==> config.mk <==
export PLATFORM = sky130hd
export DESIGN_NAME = conv_window_ctrl
export DESIGN_NICKNAME = d
export VERILOG_FILES = /design/src/rtl/conv_window_ctrl.sv
export SDC_FILE = /design/constraint.sdc
export NUM_CORES = 1
export LEC_CHECK = 0
export ABC_AREA = 1
export CORE_MARGIN = 10
export CORE_UTILIZATION = 40
export CTS_CLUSTER_SIZE = 16
export DETAILED_ROUTE_END_ITERATION = 7
export GPL_ROUTABILITY_DRIVEN = 0
export MAX_ROUTING_LAYER = met4
export PLACE_DENSITY = 0.68
export SYNTH_ARGS = -nofsm -noshare
export SYNTH_HDL_FRONTEND = slang
export SYNTH_SLANG_ARGS = --single-unit
==> constraint.sdc <==
create_clock -name clock -period 2.55 [get_ports clock]
set_input_delay 0.765 -clock clock [delete_from_list [all_inputs] [get_ports clock]]
set_output_delay 0.765 -clock clock [all_outputs]
set_load 0.02 [all_outputs]
==> src/rtl/conv_window_ctrl.sv <==
// conv_window_ctrl: frame/row/column sequencer for the KxK line-buffer window datapath.
// Define CONV_WINDOW_CTRL_ERR_EN to generate the err_sof/err_line protocol error pulses.
module conv_window_ctrl #(
    parameter int KERNEL_SIZE = 5,
    parameter int IMG_WIDTH   = 32,
    parameter int IMG_HEIGHT  = 32,
    parameter int ADDR_W      = $clog2(IMG_WIDTH)
) (
    input  logic                               clock,
    input  logic                               reset,
    input  logic                               s_tvalid,
    output logic                               s_tready,
    input  logic                               s_tuser,
    input  logic                               s_tlast,
    output logic [KERNEL_SIZE-2:0]             lb_we,
    output logic [ADDR_W-1:0]                  lb_waddr,
    output logic [ADDR_W-1:0]                  lb_raddr,
    output logic [$clog2(KERNEL_SIZE-1)-1:0]   rot_sel,
    output logic                               win_shift,
    output logic                               m_tvalid,
    input  logic                               m_tready,
    output logic                               m_tuser,
    output logic                               m_tlast,
    output logic                               err_sof,
    output logic                               err_line
);
    localparam int NB = KERNEL_SIZE - 1;
    localparam int PW = $clog2(KERNEL_SIZE - 1);
    localparam int RW = $clog2(IMG_HEIGHT);
    localparam logic [NB-1:0]     ONE       = NB'(1);
    localparam logic [ADDR_W-1:0] COL_K     = ADDR_W'(KERNEL_SIZE - 1);
    localparam logic [ADDR_W-1:0] COL_LAST  = ADDR_W'(IMG_WIDTH - 1);
    localparam logic [RW-1:0]     ROW_K     = RW'(KERNEL_SIZE - 1);
    localparam logic [RW-1:0]     ROW_FLAST = RW'(KERNEL_SIZE - 2);
    localparam logic [RW-1:0]     ROW_LAST  = RW'(IMG_HEIGHT - 1);
    localparam logic [PW-1:0]     PTR_LAST  = PW'(KERNEL_SIZE - 2);

    typedef enum logic [1:0] {WAIT_SOF, FILL, RUN} state_t;

    state_t            state_q, state_d, st_e;
    logic [ADDR_W-1:0] col_q, col_d, col_e;
    logic [RW-1:0]     row_q, row_d, row_e;
    logic [PW-1:0]     ptr_q, ptr_d, ptr_e;
    logic              p1_prod_q, p1_user_q, p1_last_q, win_shift_q;
    logic              m_tvalid_q, m_tuser_q, m_tlast_q;
    logic              accept, write, eol, prod;

    // An SOF pixel restarts the frame, so it is evaluated against zeroed counters.
    always_comb begin
        accept  = s_tvalid && s_tready;
        write   = accept && (s_tuser || state_q != WAIT_SOF);
        st_e    = s_tuser ? FILL : state_q;
        col_e   = s_tuser ? '0 : col_q;
        row_e   = s_tuser ? '0 : row_q;
        ptr_e   = s_tuser ? '0 : ptr_q;
        eol     = write && (s_tlast || col_e == COL_LAST);
        prod    = write && row_e >= ROW_K && col_e >= COL_K;
        col_d   = !write ? col_q : eol ? '0 : col_e + 1'b1;
        row_d   = !write ? row_q : eol ? row_e + 1'b1 : row_e;
        ptr_d   = !write ? ptr_q : !eol ? ptr_e : ptr_e == PTR_LAST ? '0 : ptr_e + 1'b1;
        state_d = !write ? state_q : !eol ? st_e :
                  (st_e == FILL && row_e == ROW_FLAST) ? RUN :
                  (st_e == RUN && row_e == ROW_LAST) ? WAIT_SOF : st_e;
    end

    always_ff @(posedge clock) begin
        if (reset) begin
            state_q     <= WAIT_SOF;
            col_q       <= '0;
            row_q       <= '0;
            ptr_q       <= '0;
            p1_prod_q   <= 1'b0;
            p1_user_q   <= 1'b0;
            p1_last_q   <= 1'b0;
            win_shift_q <= 1'b0;
            m_tvalid_q  <= 1'b0;
            m_tuser_q   <= 1'b0;
            m_tlast_q   <= 1'b0;
        end else begin
            state_q     <= state_d;
            col_q       <= col_d;
            row_q       <= row_d;
            ptr_q       <= ptr_d;
            p1_prod_q   <= prod;
            p1_user_q   <= prod && row_e == ROW_K && col_e == COL_K;
            p1_last_q   <= prod && col_e == COL_LAST;
            win_shift_q <= write;
            if (p1_prod_q) begin
                m_tvalid_q <= 1'b1;
                m_tuser_q  <= p1_user_q;
                m_tlast_q  <= p1_last_q;
            end else if (m_tready) begin
                m_tvalid_q <= 1'b0;
                m_tuser_q  <= 1'b0;
                m_tlast_q  <= 1'b0;
            end
        end
    end

    // Backpressure holds the next pixel until the pending window has been taken.
    assign s_tready  = !reset && !p1_prod_q && (!m_tvalid_q || m_tready);
    assign lb_we     = write ? ONE << ptr_e : '0;
    assign lb_waddr  = write ? col_e : '0;
    assign lb_raddr  = lb_waddr;
    assign rot_sel   = ptr_q;
    assign win_shift = win_shift_q;
    assign m_tvalid  = m_tvalid_q;
    assign m_tuser   = m_tuser_q;
    assign m_tlast   = m_tlast_q;

`ifdef CONV_WINDOW_CTRL_ERR_EN
    logic err_sof_q, err_line_q;

    always_ff @(posedge clock) begin
        if (reset) begin
            err_sof_q  <= 1'b0;
            err_line_q <= 1'b0;
        end else begin
            err_sof_q  <= accept && (s_tuser != (state_q == WAIT_SOF));
            err_line_q <= write && (s_tlast != (col_e == COL_LAST));
        end
    end

    assign err_sof  = err_sof_q;
    assign err_line = err_line_q;
`else
    assign err_sof  = 1'b0;
    assign err_line = 1'b0;
`endif
endmodule

==> impl_metrics.env, run 1 <==
export IMPL_h_tree_depth=1
export IMPL_fmax_ghz=0.407
export IMPL_synthCells=185
export IMPL_die_x_um=77.2
export IMPL_io_pins=29
export IMPL_end_kind="output pin"
export IMPL_nets=243
export IMPL_die_area_um2=5960
export IMPL_area_growth_pct=34.8
export IMPL_grt_busiest_layer="met2"
export IMPL_firstDrtPassIters=5
export IMPL_yosys_register_bits=21
export IMPL_portBuffers=26
export IMPL_drc=0
export IMPL_dp_slack_ps=-746
export IMPL_drtIter0Drc=114
export IMPL_cts_buffers=3
export IMPL_grt_pass1_vias=1224
export IMPL_grt_ovfl_total=0
export IMPL_cp_start_kind="primary input"
export IMPL_clk_pin_slew_worst_paths_ps=110
export IMPL_slew_violations=0
export IMPL_cpMaxStageDelayCell="nor3_4"
export IMPL_cpPeakStageDelay_ps=240
export IMPL_grt_pass1_wl_um=5590
export IMPL_antenna_found_initial=0
export IMPL_finalClockSkew_ps=4.50
export IMPL_cap_violations=0
export IMPL_n_antenna_cell=0
export IMPL_path_cells="buf_2, nor2_4, nand2_4, inv_4, nand3_4, nor3_4, buf_6"
export IMPL_rows=20
export IMPL_yosysUniqueCellTypes=25
export IMPL_crit_fanout=5
export IMPL_dpl_hpwl_um=2370
export IMPL_syn_area_um2=1310
export IMPL_syn_avg_cell_area_um2=7.08
export IMPL_static_leakage_power_uw=0.000808
export IMPL_critPathKind="in2out"
export IMPL_cts_tree="yes"
export IMPL_track_usage=0.113
export IMPL_initial_core_util=0.422
export IMPL_irDropWorstVdd_uv=318
export IMPL_drtAntennaViolNets=0
export IMPL_cts_path_max_buffers=2
export IMPL_num_vias=1234
export IMPL_hold_buffers=0
export IMPL_cp_arrival_ps=1690
export IMPL_drt_vias_per_instance=4.55
export IMPL_layout_commonest_cell="nand2_1"
export IMPL_cts_root_buf="clkbuf_4"
export IMPL_power_density_nw_per_um2=351
export IMPL_setup_slack_ps=91.5
export IMPL_hold_violations=0
export IMPL_status="finished clean"
export IMPL_clk_latency_ps=310
export IMPL_wirelength_um=3230
export IMPL_hold_ws_ps=452
export IMPL_post_drt_wl_per_cell_um=11.9
export IMPL_grt_setup_unrepaired="no"
export IMPL_drive_gt1_frac=0.326
export IMPL_grt_max_degree=14
export IMPL_finalSetupViolCount=0
export IMPL_ys_seq_area_frac=0.321
export IMPL_synth_top_area_cell="dfxtp_1"
export IMPL_synth_top_area_frac=0.321
export IMPL_core_um2=3100
export IMPL_synth_warning_count=0
export IMPL_met1_usage=0.125
export IMPL_met2_usage=0.202
export IMPL_required_ps=1790
export IMPL_fin_crit_sh=0.964
export IMPL_synthTopCellsByArea="dfxtp_1 32%, nand2_1 12%, ha_1 8.6%"
export IMPL_r2r_setup_slack_ps=630
export IMPL_die_h_um=77.2
export IMPL_period_minus_slack_ps=2460
export IMPL_mostFrequentLayoutCells="38 x nand2_1, 26 x inv_1, 23 x buf_4"
export IMPL_clock_sinks=21
export IMPL_hp_class="reg2reg"
export IMPL_grt_util_met3=0.0385
## stage by stage
step / area [um2] / util / setup TNS, ps / instances / total power (uW)
detailed placement: 1670 / 0.538 / -15410 / 261 / 447
floorplan: 1320 / - / -516 / 186 / 413
finish: 1770 / 0.569 / 0 / 271 / 619
CTS: 1730 / 0.556 / 0 / 270 / 624
global route: 1770 / 0.569 / 0 / 271 / 657
global placement: 1670 / 0.538 / -14910 / 261 / 447
## path summary, 6_finish.rpt
| check | start | to | cells past startpoint |
|---|---|---|---|
| max | reset | lb_waddr[3] | 7 |
| min | p1_last_q | m_tlast | 2 |
| max reg2reg | col_q[0] | state_q[0] | 12 |
| min reg2reg | p1_last_q | m_tlast | 2 |
## per-layer routing
layer  share of wire  wire [um]  up-vias
li1                -          -      650
met1            0.45       1440      564
met2            0.50       1630       18
met3           0.045        145        2
met4          0.0031         10        0
met5               0          0        -
## registers in the layout, indices dropped and copies added (netlist names), 2 cells and up
signal	flops
rot_sel	2
row_q	5
state_q	2
col_q	5
## timing repair
| action | 4_1_cts | 5_1_grt |
|---|---|---|
| cloned | 1 | 0 |
| buffers inserted | 4 | 1 |
| resized for setup | 80 | 16 |
| endpoints found under the setup margin | 27 | 15 |
| pin swaps | 4 | 5 |
## critical path, delay by kind of cell
| family | cells | cell delay, ps |
|---|---|---|
| buf+inv | 3 | 350 |
| simple gates | 4 | 570 |
## cell type report
| class | instances | area [um2] |
|---|---|---|
| clock buffer | 3 | 22.5 |
| clock inverter | 1 | 5.00 |
| fill | 326 | 1340 |
| inverter | 29 | 114 |
| multi-input combinational | 126 | 767 |
| sequential | 21 | 420 |
| tap | 44 | 55.1 |
| timing repair buffer | 47 | 382 |
## report_power, final
part / internal, uW / switching, uW
registers: 336 / 5.57
logic: 45.7 / 69.4
clock network: 58.7 / 104
## cell families (layout without fill, tap and decap cells)
kind of cell             after synthesis  after routing  share of synthesized area
other                                  1              2                    0.00286
XOR/XNOR                               1              1                    0.00669
buffers and inverters                 40             80                      0.156
AND/OR/NAND/NOR                       91             92                      0.330
adder cells (fa/ha/maj)                9              9                     0.0860
flip-flops                            21             21                      0.321
AO/OA/AOI/OAI                         22             22                     0.0974
## cells in the mapped netlist, drive strengths merged
cell / instances
buf: 11
nor2: 28
dfxtp: 21
conb: 1
nor3: 4
nand3: 9
inv: 29
a31oi: 2
xor2: 1
a21oi: 14
nand4: 1
o21ai: 6
or2: 1
nand2: 48
ha: 9
Note: power is estimated with default switching activity, not from simulation.
==> inputs of run 2 (changes only) <==
HOLD_SLACK_MARGIN = 0.12   (was not set)
==> results of run 2 <==
The final DEF is identical to that of run 1; final timing and power are the same.
==> inputs of run 3 (changes only) <==
CORE_MARGIN = 1.5   (was 10)
==> impl_metrics.env, run 3 (same netlist as run 1, synthesis figures left out) <==
export IMPL_fmax_ghz=0.402
export IMPL_die_x_um=60.2
export IMPL_pwr_share_clk=0.267
export IMPL_cts_path_max_buffers=2
export IMPL_cap_violations=0
export IMPL_nets=242
export IMPL_irDropWorstVdd_uv=301
export IMPL_end_kind="output pin"
export IMPL_clk_pin_slew_worst_paths_ps=120
export IMPL_drtAntennaViolNets=0
export IMPL_whs_path_depth=2
export IMPL_die_h_um=60.2
export IMPL_fin_cells=270
export IMPL_tns_ps=0
export IMPL_drt_vias_per_instance=4.52
export IMPL_cp_arrival_ps=1720
export IMPL_clk_latency_ps=310
export IMPL_drtIter0Drc=50
export IMPL_initial_core_util=0.426
export IMPL_layout_commonest_cell="nand2_1"
export IMPL_slew_violations=0
export IMPL_cts_buffers=3
export IMPL_grt_max_degree=14
export IMPL_cts_tree="yes"
export IMPL_portBuffers=26
export IMPL_fin_crit_sh=0.975
export IMPL_firstDrtPassIters=4
export IMPL_io_pins=29
export IMPL_hp_class="reg2reg"
export IMPL_drc=0
export IMPL_cts_root_buf="clkbuf_4"
export IMPL_p_seq_frac=0.558
export IMPL_post_drt_wl_per_cell_um=10.6
export IMPL_combPwrFrac=0.176
export IMPL_die_area_um2=3630
export IMPL_r2r_start="col_q[0]"
export IMPL_r2r_setup_slack_ps=710
export IMPL_status="finished clean"
export IMPL_finalClockSkew_ps=5.35
export IMPL_rows=20
export IMPL_finalSetupViolCount=0
export IMPL_antenna_found_initial=0
export IMPL_rr_worst_depth=14
export IMPL_n_antenna_cell=0
export IMPL_wirelength_um=2860
export IMPL_period_minus_slack_ps=2490
export IMPL_grt_pass1_vias=1161
export IMPL_dpl_instance_area_um2=1670
export IMPL_core_um2=3080
export IMPL_utilization=0.563
export IMPL_min_delay_start="p1_last_q"
export IMPL_required_ps=1790
export IMPL_static_leakage_power_uw=0.000788
export IMPL_power_density_nw_per_um2=354
export IMPL_grt_pass1_wl_um=4970
export IMPL_dpl_hpwl_um=2170
export IMPL_grt_ovfl_total=0
export IMPL_reg2reg_to="row_q[3]"
export IMPL_p_switching_uw=177
export IMPL_hold_buffers=0
export IMPL_mostFrequentLayoutCells="38 x nand2_1, 24 x inv_1, 23 x buf_4"
export IMPL_cp_start_kind="primary input"
export IMPL_reg_largest_list="col_q: 5 flops, row_q: 5 flops"
export IMPL_setup_slack_ps=64.7
export IMPL_power_internal_uw=436
export IMPL_track_usage=0.185
export IMPL_min_to="m_tlast"
export IMPL_drive_gt1_frac=0.332
export IMPL_grt_setup_unrepaired="no"
export IMPL_dp_slack_ps=-746
export IMPL_crit_fanout=3
export IMPL_dp_cells=261
export IMPL_area_growth_pct=32.2
export IMPL_fin_area_um2=1730
export IMPL_clock_sinks=21
export IMPL_critPathKind="in2out"
export IMPL_h_tree_depth=1
export IMPL_hold_violations=0
export IMPL_num_vias=1221
export IMPL_sw_frac_of_total=0.289
## run 3: cell count changes in the layout (fill, tap and decap cells not counted), sizes merged
cell | before | now
clkbuf | 5 | 4
dlygate4sd2 | 2 | 3
buf | 36 | 34
clkdlybuf4s15 | 0 | 1
## run 3: cell type report
type,instances,area [um2]
tap,44,55.1
fill,309,1350
clock buffer,3,22.5
sequential,21,420
timing repair buffer,46,352
multi-input combinational,126,763
inverter,29,114
clock inverter,1,5.00
## run 3: metal layers
layer / vias to the layer above / routed length, um / track usage
met5: - / 0 / -
met4: 0 / 11 / 0.0286
met3: 2 / 141 / 0.0455
met2: 28 / 1370 / 0.314
met1: 547 / 1340 / 0.224
li1: 644 / - / -
## run 3: stage by stage
step           hold slack (ps)  power (uW)
5_1_grt                    477         647
3_5_place_dp               442         447
6_report                   461         613
3_3_place_gp               434         446
4_1_cts                    463         616
2_1_floorplan              430         413
## run 3: worst max path at each step
stage,cells past startpoint,to,startpoint
6_report,7,s_tready,m_tready
5_1_grt,8,lb_we[1],s_tuser
4_1_cts,7,lb_raddr[4],reset
3_5_place_dp,8,lb_raddr[4],m_tready
3_3_place_gp,8,lb_waddr[4],m_tready
2_1_floorplan,8,lb_waddr[1],m_tready
## run 3: repair_timing
| item | in CTS | in global routing |
|---|---|---|
| pin swaps | 3 | 2 |
| buffers inserted | 3 | 1 |
| gates cloned | 1 | 0 |
| setup endpoints to repair | 29 | 10 |
| resized for setup | 72 | 16 |
## run 3: power groups by stage
stage / Combinational [uW] / Clock, uW / Sequential (uW)
3_5_place_dp: 98.3 / 0 / 349
6_report: 108 / 163 / 342
2_1_floorplan: 63.2 / 0 / 350
4_1_cts: 106 / 169 / 341
3_3_place_gp: 97.3 / 0 / 349
5_1_grt: 117 / 187 / 343
## run 3: worst max-delay path, stage by stage
cell and delay, ps:
dlygate4sd2_1 240, inv_1 60, nand2_2 60, nand2_2 90
inv_4 60, buf_4 130, dlygate4sd2_1 310
